[src/rtl/ram_arb_pkg.sv]
// Shared types and limits for the two-port stack/data RAM arbiter.
package ram_arb_pkg;

    localparam int unsigned MEM_ADDR_W = 16;
    localparam int unsigned MEM_DATA_W = 16;
    localparam int unsigned RD_LAT_MIN = 1;
    localparam int unsigned RD_LAT_MAX = 4;

    typedef enum logic {
        REQ_A = 1'b0,
        REQ_B = 1'b1
    } req_id_t;

    typedef struct packed {
        logic                  we;
        logic [MEM_ADDR_W-1:0] addr;
        logic [MEM_DATA_W-1:0] wdata;
    } mem_req_t;

    typedef struct packed {
        logic    valid;
        req_id_t id;
    } rd_tag_t;

    function automatic logic lat_ok(input int unsigned lat);
        return (lat >= RD_LAT_MIN) && (lat <= RD_LAT_MAX);
    endfunction

endpackage

[src/rtl/ram_arbiter_if.sv]
// Requester-side bundle for both arbiter ports: A (core, with lock) and B (loader/debug).
interface ram_arbiter_if #(
    parameter int unsigned ADDR_W = 16,
    parameter int unsigned DATA_W = 16
);
    logic              a_req;
    logic              a_we;
    logic [ADDR_W-1:0] a_addr;
    logic [DATA_W-1:0] a_wdata;
    logic              a_lock;
    logic              a_gnt;
    logic              a_rvalid;
    logic [DATA_W-1:0] a_rdata;

    logic              b_req;
    logic              b_we;
    logic [ADDR_W-1:0] b_addr;
    logic [DATA_W-1:0] b_wdata;
    logic              b_gnt;
    logic              b_rvalid;
    logic [DATA_W-1:0] b_rdata;

    modport master (
        output a_req, a_we, a_addr, a_wdata, a_lock,
        output b_req, b_we, b_addr, b_wdata,
        input  a_gnt, a_rvalid, a_rdata,
        input  b_gnt, b_rvalid, b_rdata
    );

    modport slave (
        input  a_req, a_we, a_addr, a_wdata, a_lock,
        input  b_req, b_we, b_addr, b_wdata,
        output a_gnt, a_rvalid, a_rdata,
        output b_gnt, b_rvalid, b_rdata
    );

endinterface

[src/rtl/rd_tag_pipe.sv]
// Shift register carrying read ownership tags alongside the RAM read latency.
module rd_tag_pipe
    import ram_arb_pkg::*;
#(
    parameter int unsigned DEPTH = 3
) (
    input  logic    clock,
    input  logic    clear,
    input  rd_tag_t push_tag,
    output rd_tag_t exit_tag
);

    rd_tag_t stage [DEPTH];

    always_ff @(posedge clock) begin
        if (clear) begin
            for (int unsigned i = 0; i < DEPTH; i++) begin
                stage[i] <= '0;
            end
        end else begin
            stage[0] <= push_tag;
            for (int unsigned i = 1; i < DEPTH; i++) begin
                stage[i] <= stage[i-1];
            end
        end
    end

    assign exit_tag = stage[DEPTH-1];

endmodule

[src/rtl/ram_arbiter.sv]
// Round-robin arbiter for the single-port RAM with an A-side lock and in-order read-return steering.
module ram_arbiter
    import ram_arb_pkg::*;
#(
    parameter int unsigned READ_LATENCY = 2,
    parameter int unsigned ADDR_W       = 16,
    parameter int unsigned DATA_W       = 16
) (
    input  logic              clock,
    input  logic              reset,
    ram_arbiter_if.slave      bus,
    output logic [ADDR_W-1:0] address_ram,
    output logic [DATA_W-1:0] data_ram,
    output logic              wren_ram,
    input  logic [DATA_W-1:0] q_ram
);

    localparam int unsigned TAG_DEPTH = READ_LATENCY + 1;

    if (!lat_ok(READ_LATENCY)) begin : g_bad_latency
        $error("ram_arbiter: READ_LATENCY outside supported range");
    end
    if ((ADDR_W != MEM_ADDR_W) || (DATA_W != MEM_DATA_W)) begin : g_bad_width
        $error("ram_arbiter: ADDR_W/DATA_W must match the mem_req_t payload");
    end

    req_id_t           last_gnt;
    logic              lock_held_c;
    logic              a_gnt_c;
    logic              b_gnt_c;
    logic              gnt_any_c;
    mem_req_t          sel_req_c;
    rd_tag_t           push_tag_c;
    rd_tag_t           exit_tag;
    logic              a_rvalid_q;
    logic              b_rvalid_q;
    logic [DATA_W-1:0] a_rdata_q;
    logic [DATA_W-1:0] b_rdata_q;

    // Grant: lock keeps B out after an A grant; otherwise ties go to whoever was not served last.
    always_comb begin
        lock_held_c = bus.a_lock && (last_gnt == REQ_A);
        a_gnt_c     = !reset && bus.a_req &&
                      (!bus.b_req || (last_gnt == REQ_B) || lock_held_c);
        b_gnt_c     = !reset && bus.b_req && !lock_held_c &&
                      (!bus.a_req || (last_gnt == REQ_A));
        gnt_any_c   = a_gnt_c || b_gnt_c;
    end

    always_comb begin
        sel_req_c = '0;
        if (b_gnt_c) begin
            sel_req_c.we    = bus.b_we;
            sel_req_c.addr  = MEM_ADDR_W'(bus.b_addr);
            sel_req_c.wdata = MEM_DATA_W'(bus.b_wdata);
        end else begin
            sel_req_c.we    = bus.a_we;
            sel_req_c.addr  = MEM_ADDR_W'(bus.a_addr);
            sel_req_c.wdata = MEM_DATA_W'(bus.a_wdata);
        end
        push_tag_c.valid = gnt_any_c && !sel_req_c.we;
        push_tag_c.id    = b_gnt_c ? REQ_B : REQ_A;
    end

    rd_tag_pipe #(
        .DEPTH (TAG_DEPTH)
    ) u_tag_pipe (
        .clock    (clock),
        .clear    (reset),
        .push_tag (push_tag_c),
        .exit_tag (exit_tag)
    );

    // RAM request registers and read-return capture at the tag pipe exit.
    always_ff @(posedge clock) begin
        if (reset) begin
            last_gnt    <= REQ_B;
            address_ram <= '0;
            data_ram    <= '0;
            wren_ram    <= 1'b0;
            a_rvalid_q  <= 1'b0;
            b_rvalid_q  <= 1'b0;
            a_rdata_q   <= '0;
            b_rdata_q   <= '0;
        end else begin
            wren_ram <= gnt_any_c && sel_req_c.we;
            if (gnt_any_c) begin
                address_ram <= ADDR_W'(sel_req_c.addr);
                data_ram    <= DATA_W'(sel_req_c.wdata);
                last_gnt    <= b_gnt_c ? REQ_B : REQ_A;
            end
            a_rvalid_q <= exit_tag.valid && (exit_tag.id == REQ_A);
            b_rvalid_q <= exit_tag.valid && (exit_tag.id == REQ_B);
            if (exit_tag.valid && (exit_tag.id == REQ_A)) begin
                a_rdata_q <= q_ram;
            end
            if (exit_tag.valid && (exit_tag.id == REQ_B)) begin
                b_rdata_q <= q_ram;
            end
        end
    end

    assign bus.a_gnt    = a_gnt_c;
    assign bus.b_gnt    = b_gnt_c;
    assign bus.a_rvalid = a_rvalid_q;
    assign bus.b_rvalid = b_rvalid_q;
    assign bus.a_rdata  = a_rdata_q;
    assign bus.b_rdata  = b_rdata_q;

endmodule
[src/flat_wrapper.sv]
// flat-port wrapper written by rule: the top's interface ports become plain ports
module ram_arbiter_flat import ram_arb_pkg::*;
#(
    parameter int unsigned READ_LATENCY = 2,
    parameter int unsigned ADDR_W       = 16,
    parameter int unsigned DATA_W       = 16
)
  (clock, reset, address_ram, data_ram, wren_ram, q_ram, bus_a_req, bus_a_we, bus_a_addr, bus_a_wdata, bus_a_lock, bus_b_req, bus_b_we, bus_b_addr, bus_b_wdata, bus_a_gnt, bus_a_rvalid, bus_a_rdata, bus_b_gnt, bus_b_rvalid, bus_b_rdata);
  ram_arbiter_if #(.ADDR_W(ADDR_W), .DATA_W(DATA_W)) bus_i ();
  input  logic clock;
  input  logic reset;
  output logic [ADDR_W-1:0] address_ram;
  output logic [DATA_W-1:0] data_ram;
  output logic wren_ram;
  input  logic [DATA_W-1:0] q_ram;
  input wire logic [$bits(bus_i.a_req)-1:0] bus_a_req;
  input wire logic [$bits(bus_i.a_we)-1:0] bus_a_we;
  input wire logic [$bits(bus_i.a_addr)-1:0] bus_a_addr;
  input wire logic [$bits(bus_i.a_wdata)-1:0] bus_a_wdata;
  input wire logic [$bits(bus_i.a_lock)-1:0] bus_a_lock;
  input wire logic [$bits(bus_i.b_req)-1:0] bus_b_req;
  input wire logic [$bits(bus_i.b_we)-1:0] bus_b_we;
  input wire logic [$bits(bus_i.b_addr)-1:0] bus_b_addr;
  input wire logic [$bits(bus_i.b_wdata)-1:0] bus_b_wdata;
  output wire logic [$bits(bus_i.a_gnt)-1:0] bus_a_gnt;
  output wire logic [$bits(bus_i.a_rvalid)-1:0] bus_a_rvalid;
  output wire logic [$bits(bus_i.a_rdata)-1:0] bus_a_rdata;
  output wire logic [$bits(bus_i.b_gnt)-1:0] bus_b_gnt;
  output wire logic [$bits(bus_i.b_rvalid)-1:0] bus_b_rvalid;
  output wire logic [$bits(bus_i.b_rdata)-1:0] bus_b_rdata;
  assign bus_i.a_req = bus_a_req;
  assign bus_i.a_we = bus_a_we;
  assign bus_i.a_addr = bus_a_addr;
  assign bus_i.a_wdata = bus_a_wdata;
  assign bus_i.a_lock = bus_a_lock;
  assign bus_i.b_req = bus_b_req;
  assign bus_i.b_we = bus_b_we;
  assign bus_i.b_addr = bus_b_addr;
  assign bus_i.b_wdata = bus_b_wdata;
  assign bus_a_gnt = bus_i.a_gnt;
  assign bus_a_rvalid = bus_i.a_rvalid;
  assign bus_a_rdata = bus_i.a_rdata;
  assign bus_b_gnt = bus_i.b_gnt;
  assign bus_b_rvalid = bus_i.b_rvalid;
  assign bus_b_rdata = bus_i.b_rdata;
  ram_arbiter #(.READ_LATENCY(READ_LATENCY), .ADDR_W(ADDR_W), .DATA_W(DATA_W)) u_core (.clock(clock), .reset(reset), .bus(bus_i), .address_ram(address_ram), .data_ram(data_ram), .wren_ram(wren_ram), .q_ram(q_ram));
endmodule
[config.mk]
export PLATFORM = sky130hd
export DESIGN_NAME = ram_arbiter_flat
export DESIGN_NICKNAME = d
export VERILOG_FILES = /design/src/rtl/ram_arb_pkg.sv /design/src/rtl/ram_arbiter_if.sv /design/src/rtl/rd_tag_pipe.sv /design/src/rtl/ram_arbiter.sv /design/src/flat_wrapper.sv
export SDC_FILE = /design/constraint.sdc
export NUM_CORES = 1
export LEC_CHECK = 0
export ABC_AREA = 1
export ABC_CLOCK_PERIOD_IN_PS = 2000
export CAP_MARGIN = 20
export CORE_MARGIN = 1
export CORE_UTILIZATION = 40
export DETAILED_ROUTE_END_ITERATION = 7
export PLACE_DENSITY = 0.79
export SLEW_MARGIN = 20
export SYNTH_ARGS = -nofsm -noshare
export SYNTH_HDL_FRONTEND = slang
export SYNTH_HIERARCHICAL = 1
export SYNTH_SLANG_ARGS = --single-unit
[constraint.sdc]
create_clock -name clock -period 2 [get_ports clock]
set_clock_uncertainty 0.15 [all_clocks]
set_input_delay 0.4 -clock clock [delete_from_list [all_inputs] [get_ports clock]]
set_output_delay 0.4 -clock clock [all_outputs]
set_load 0.03 [all_outputs]
==> results of run 1 <==
-- cells in the mapped netlist, drive strengths merged --
cell    count  area [um2]
nand3b     32         240
clkinv      1        3.75
inv        48         180
a21oi       1        5.00
o21ai      32         160
clkbuf     14        52.6
nor2      172         648
o211ai      1        7.51
buf        15        93.8
dfxtp      74        1480
nand3       2        15.0
nand2     104         390
-- through the flow --
stage	instance area, um2	setup slack, ps	instances
2_1_floorplan	3280	373	496
3_3_place_gp	4960	-34.7	737
3_5_place_dp	4960	-73.3	737
4_1_cts	5180	3.92	752
5_1_grt	5200	7.37	754
6_report	5200	52.3	754
-- state kept, by name, summed over array words and instances (netlist names) --
register	cells
u_core/address_ram	16
u_core/bus.a_rdata	16
u_core/bus.b_rdata	16
u_core/data_ram	16
u_core/u_tag_pipe/stage	6
u_core/bus.a_rvalid	1
u_core/bus.b_rvalid	1
u_core/last_gnt	1
u_core/wren_ram	1
-- tightest hold or removal path: stages (launching register included) --
cell     delay [ps]
dfxtp_1         310
inv_1            40
nor2_1           30
-- repair_timing --
item / in CTS / in global routing
buffers inserted: 0 / 2
setup endpoints to repair: 1 / 2
pin swaps: 0 / 2
gates resized for setup: 1 / 4
-- path summary, 6_finish.rpt --
path	start	endpoint	slack (ps)	cells after the start
worst min register to register	u_core/u_tag_pipe/stage[0][1]$_SDFF_PP0_	u_core/u_tag_pipe/stage[0][3]$_SDFF_PP0_	260	2
worst max-delay path	bus_a_req	bus_a_gnt	50	6
worst min-delay path	u_core/u_tag_pipe/stage[0][1]$_SDFF_PP0_	u_core/u_tag_pipe/stage[0][3]$_SDFF_PP0_	260	2
worst max register to register	u_core/last_gnt$_SDFFE_PP1P_	u_core/address_ram[14]$_SDFFE_PP0P_	470	9
-- power groups by stage --
stage          sequential [mW]  combinational [mW]  clock, mW
4_1_cts                   1.58               0.814       1.30
2_1_floorplan             1.75               0.282          0
6_report                  1.58               0.815       1.26
3_3_place_gp              1.61               0.800          0
3_5_place_dp              1.61               0.810          0
5_1_grt                   1.59               0.888       1.37
-- per-layer routing --
| metal | vias to the layer above | global-route usage | share of wire |
|---|---|---|---|
| li1 | 1795 | - | - |
| met5 | - | 0 | 0 |
| met3 | 12 | 0.0796 | 0.092 |
| met1 | 1546 | 0.234 | 0.42 |
| met2 | 127 | 0.376 | 0.47 |
| met4 | 0 | 0.0951 | 0.016 |
-- layout make-up --
cell class,count,area (um2)
Fill cell,695,2600
Clock inverter,6,92.6
Inverter,49,184
Sequential cell,74,1480
Clock buffer,9,124
Tap cell,102,128
Timing Repair Buffer,170,1720
Multi-Input combinational cell,344,1480
-- kinds of logic after synthesis --
| group | count (synthesis) | synth area share |
|---|---|---|
| AO/OA/AOI/OAI | 34 | 0.0527 |
| AND/OR/NAND/NOR | 310 | 0.395 |
| buffers and inverters | 78 | 0.101 |
| flip-flops | 74 | 0.452 |
==> reports/results.tsv, run 1 <==
metric	value	unit
outcome	finished, final reports clean	
most frequent cells in the layout	nor2_1 (170), clkdlybuf4s50_1 (152), nand2_1 (103)	
# diodes	0	
WL/cell	11.8	um
Sink Count	74	
post-synthesis sequential area ratio	0.452	
netlist area before placement	0.00328	mm2
total grt overflow	0	
Worst VDD drop	0.454	mV
Combinational Power Share	0.223	
initial antenna violation count	0	
max_cap viols	0	
largest net degree at the start of global routing	49	
worst setup path category	in2out	
register share of total power	0.432	
Tcrit/Tclk final	0.974	
Post-DP HPWL	6.36	mm
vias in the first global route	3268	
final total power	3.66	mW
unique cell type count in the Yosys netlist	17	
Final Hold Fails	0	
core area	0.00781	mm2
total negative setup slack	0	ps
Post-CTS Hold Buffers	0	
worst min-delay path category	reg2reg	
Worst Setup Start Kind	primary input	
Iter 0 DRT Violations	79	
clk slew on worst S/H paths	90	ps
worst skew pair latency	340	ps
layout cells sized above 1	0.0567	
# IOs	156	
critical path's top delay family	buffers and inverters	
Die X-Extent	92.5	um
crit path time final	1950	ps
Vias/cell	4.62	
Mapped Cells	496	
full die area	0.00856	mm2
Root Driver	clkbuf_8	
Initial Util	0.420	
GP Congestion	0.803	
Top cell by count, worst path	inv_1	
CTS buffer count	9	
Syn Nets	583	
CP cell instances	clkdlybuf4s50_1 -> inv_1 -> nor2_1 -> nand2_2 -> inv_1 -> buf_4	
Initial DRT Pass Iterations	4	
Critical Path RT	1450	ps
chip height	92.5	um
global-route wire length before repair	14.7	mm
crit end category	output pin	
Post-Route WL	8.89	mm
synth warn	6	
LEAKAGE	2.42	nW
pwr/cell area	703	mW/mm2
Synth Register Bits	74	
Final setup viols	0	
Mean Syn Cell Area	6.61	um2
GRT Util Overall	0.216	
Layout area overhead	58.7	%
crit path max-delay cell type	clkdlybuf4s50_1	
Max transition margin	0.656	
clock buffer depth	2	
# nets final	735	
RSZ-0062 raised after global routing	no	
Port Buffer Count	155	
number of nets still failing antenna checks after routing	0	
actual slew at the worst max-slew pin	515	ps
via count	3480	
slowest stage delay, CP	500	ps
most common cell after layout, fill and taps aside	nor2_1	
Net Sw Frac	0.275	
worst path bufs/invs	4	
CTS tree	done	
Sw Pwr	1.01	mW
H-tree depth	3	
Clock Power Share	0.345	
# rows	32	
Max Slew Vio Count	0	
Worst EP arrival	1400	ps
highest net fanout along the worst path	4	
final core occ	0.667	
# DRC	0	
f_max	513	MHz
hold_ws	258	ps
Pint	2.65	mW
Power figures use the tool's default switching activity.
==> inputs of run 2 (changes only) <==
--- a/config.mk
+++ b/config.mk
@@ -6,9 +6,9 @@
 export NUM_CORES = 1
 export LEC_CHECK = 0
 export ABC_AREA = 1
-export ABC_CLOCK_PERIOD_IN_PS = 2000
+export ABC_CLOCK_PERIOD_IN_PS = 2430
 export CAP_MARGIN = 20
-export CORE_MARGIN = 1
+export CORE_MARGIN = 2
 export CORE_UTILIZATION = 40
 export DETAILED_ROUTE_END_ITERATION = 7
 export PLACE_DENSITY = 0.79
==> constraint.sdc (replaced) <==
create_clock -name clock -period 2.43 [get_ports clock]
set_clock_uncertainty 0.15 [all_clocks]
set_input_delay 0.486 -clock clock [delete_from_list [all_inputs] [get_ports clock]]
set_output_delay 0.486 -clock clock [all_outputs]
set_load 0.03 [all_outputs]
==> run 2 against run 1 <==
  * Register-to-register slack better by 340 ps
  * Utilization down 3.7 points
  * Final area down 2.1%
  * Worst setup slack better by 160 ps
  * Cell count down 0.13%
  * Combinational power down 19%
  * Die area up 4.4%
  * Largest cell class unchanged
  * Highest routed layer unchanged
==> reports/results.tsv, run 2 (synthesis results as in run 1) <==
metric	value	unit	change
Worst VDD drop	0.251	mV	-45%
GP Congestion	0.765		-4.8%
Critical Path RT	1790	ps	+340 ps
worst skew pair latency	340	ps	about the same
post_cts resized	0		-1
CTS tree	done		
Combinational Power Share	0.237		+0.014
Tcrit/Tclk final	0.911		
worst min-delay path category	reg2reg		
Vias/cell	4.55		-1.4%
total grt overflow	0		unchanged
post-CTS setup buffers	0		unchanged
outcome	finished, final reports clean		
# rows	33		+3.1%
Net Sw Frac	0.286		+0.0110
Initial DRT Pass Iterations	6		+2
Clock Power Share	0.295		-0.050
setup slack, reg-to-reg	810	ps	+340 ps
largest net degree at the start of global routing	71		+45%
most frequent cells in the layout	nor2_1 (171), clkdlybuf4s50_1 (153), nand2_1 (104)		
Worst Setup Start Kind	primary input		
filler cell count	766		+10%
worst setup path category	in2out		
vias in the first global route	3157		-3.4%
Post-Route WL	8.65	mm	-2.7%
Worst EP arrival	1580	ps	+180 ps
clock buffer depth	2		unchanged
f_max	452	MHz	
# diodes	0		unchanged
# nets final	731		-0.54%
clk slew on worst S/H paths	80	ps	about the same
H-tree depth	3		unchanged
Top cell by count, worst path	inv_1		
Placed Cells	738		+0.14%
slowest stage delay, CP	480	ps	-20 ps
worst hold path startpoint	u_core/u_tag_pipe/stage[0][3]$_SDFF_PP0_		
core area	0.00809	mm2	+3.7%
global-route wire length before repair	13.8	mm	-5.6%
critical path's top delay family	buffers and inverters		
layout cells sized above 1	0.0463		-0.0105
reg2reg start	u_core/u_tag_pipe/stage[0][5]$_SDFF_PP0_		
chip height	94.5	um	+2.2%
non-filler cells, final	753		-0.13%
crit path max-delay cell type	clkdlybuf4s50_1		
initial antenna violation count	0		unchanged
max_cap viols	0		unchanged
final total power	2.78	mW	-24%
worst path bufs/invs	4		unchanged
CP cell instances	clkdlybuf4s50_1 -> inv_1 -> nor2_1 -> nand3_4 -> inv_1 -> buf_4		
most common cell after layout, fill and taps aside	nor2_1		
Pint	1.99	mW	-25%
Sink Count	74		unchanged
Final Hold Fails	0		unchanged
number of nets still failing antenna checks after routing	0		unchanged
WL/cell	11.5	um	-2.6%
Post-DP HPWL	6.42	mm	+0.99%
final core occ	0.629		-0.0371
RSZ-0062 raised after global routing	no		
Layout area overhead	55.4	%	
Port Buffer Count	155		unchanged
Root Driver	clkbuf_8		
crit end category	output pin		
LEAKAGE	2.37	nW	-2.0%
Final setup viols	0		unchanged
# IOs	156		unchanged
highest net fanout along the worst path	6		+2
Iter 0 DRT Violations	99		+25%
GRT Util Overall	0.196		-0.0208
Max transition margin	0.681		+0.0242
CTS buffer count	9		unchanged
crit path time final	2210	ps	
pwr/cell area	546	mW/mm2	-22%
CP startpoint	bus_b_req		
Sw Pwr	0.795	mW	-21%
actual slew at the worst max-slew pin	479	ps	-36.3 ps
via count	3427		-1.5%
register share of total power	0.468		+0.036
Initial Util	0.405		-0.0148
full die area	0.00894	mm2	+4.4%
Die X-Extent	94.5	um	+2.2%
Post-CTS Hold Buffers	0		unchanged
Max Slew Vio Count	0		unchanged
# DRC	0		unchanged
total negative setup slack	0	ps	unchanged
## run 2: path summary, 6_finish.rpt
check,end,cells past startpoint
max,bus_b_gnt,6
min,u_core/u_tag_pipe/stage[0][5]$_SDFF_PP0_,2
min reg2reg,u_core/u_tag_pipe/stage[0][5]$_SDFF_PP0_,2
max reg2reg,u_core/bus.a_rdata[13]$_SDFFE_PP0P_,6
## run 2: worst register-to-register path, delay by kind of cell, from the launching register on
family / cells / cell delay [ps]
buffers and inverters: 3 / 680
flip-flops: 1 / 330
AND/OR/NAND/NOR: 3 / 360
## run 2: per-layer routing
layer	track usage	part of all wire	vias up
li1	-	-	1780
met1	0.222	0.42	1495
met2	0.338	0.46	142
met3	0.0718	0.11	10
met4	0.0700	0.012	0
met5	0	0	-
## run 2: cell type report
class	instances	area, um2	share of cell area
repair buffers	166	1650	0.325
flip-flops and latches	74	1480	0.291
multi-input cells	344	1470	0.289
inverters	49	184	0.0361
clock buffers	10	138	0.0270
well taps	105	131	0.0258
clock inverters	5	31.3	0.00614
## run 2: metrics by stage
| step | instance area [um2] | hold WS (ps) | setup WS [ps] |
|---|---|---|---|
| 2_1_floorplan | 3280 | 238 | 631 |
| 3_3_place_gp | 4920 | 240 | 237 |
| 3_5_place_dp | 4920 | 247 | 212 |
| 4_1_cts | 5090 | 263 | 208 |
| 5_1_grt | 5090 | 273 | 147 |
| 6_report | 5090 | 258 | 215 |
## run 2: power by group through the flow
stage | Sequential, mW | Clock, mW | Combinational, mW
6_report | 1.30 | 0.821 | 0.660
5_1_grt | 1.31 | 0.910 | 0.720
3_5_place_dp | 1.33 | 0 | 0.661
3_3_place_gp | 1.33 | 0 | 0.653
2_1_floorplan | 1.44 | 0 | 0.232
4_1_cts | 1.30 | 0.848 | 0.663
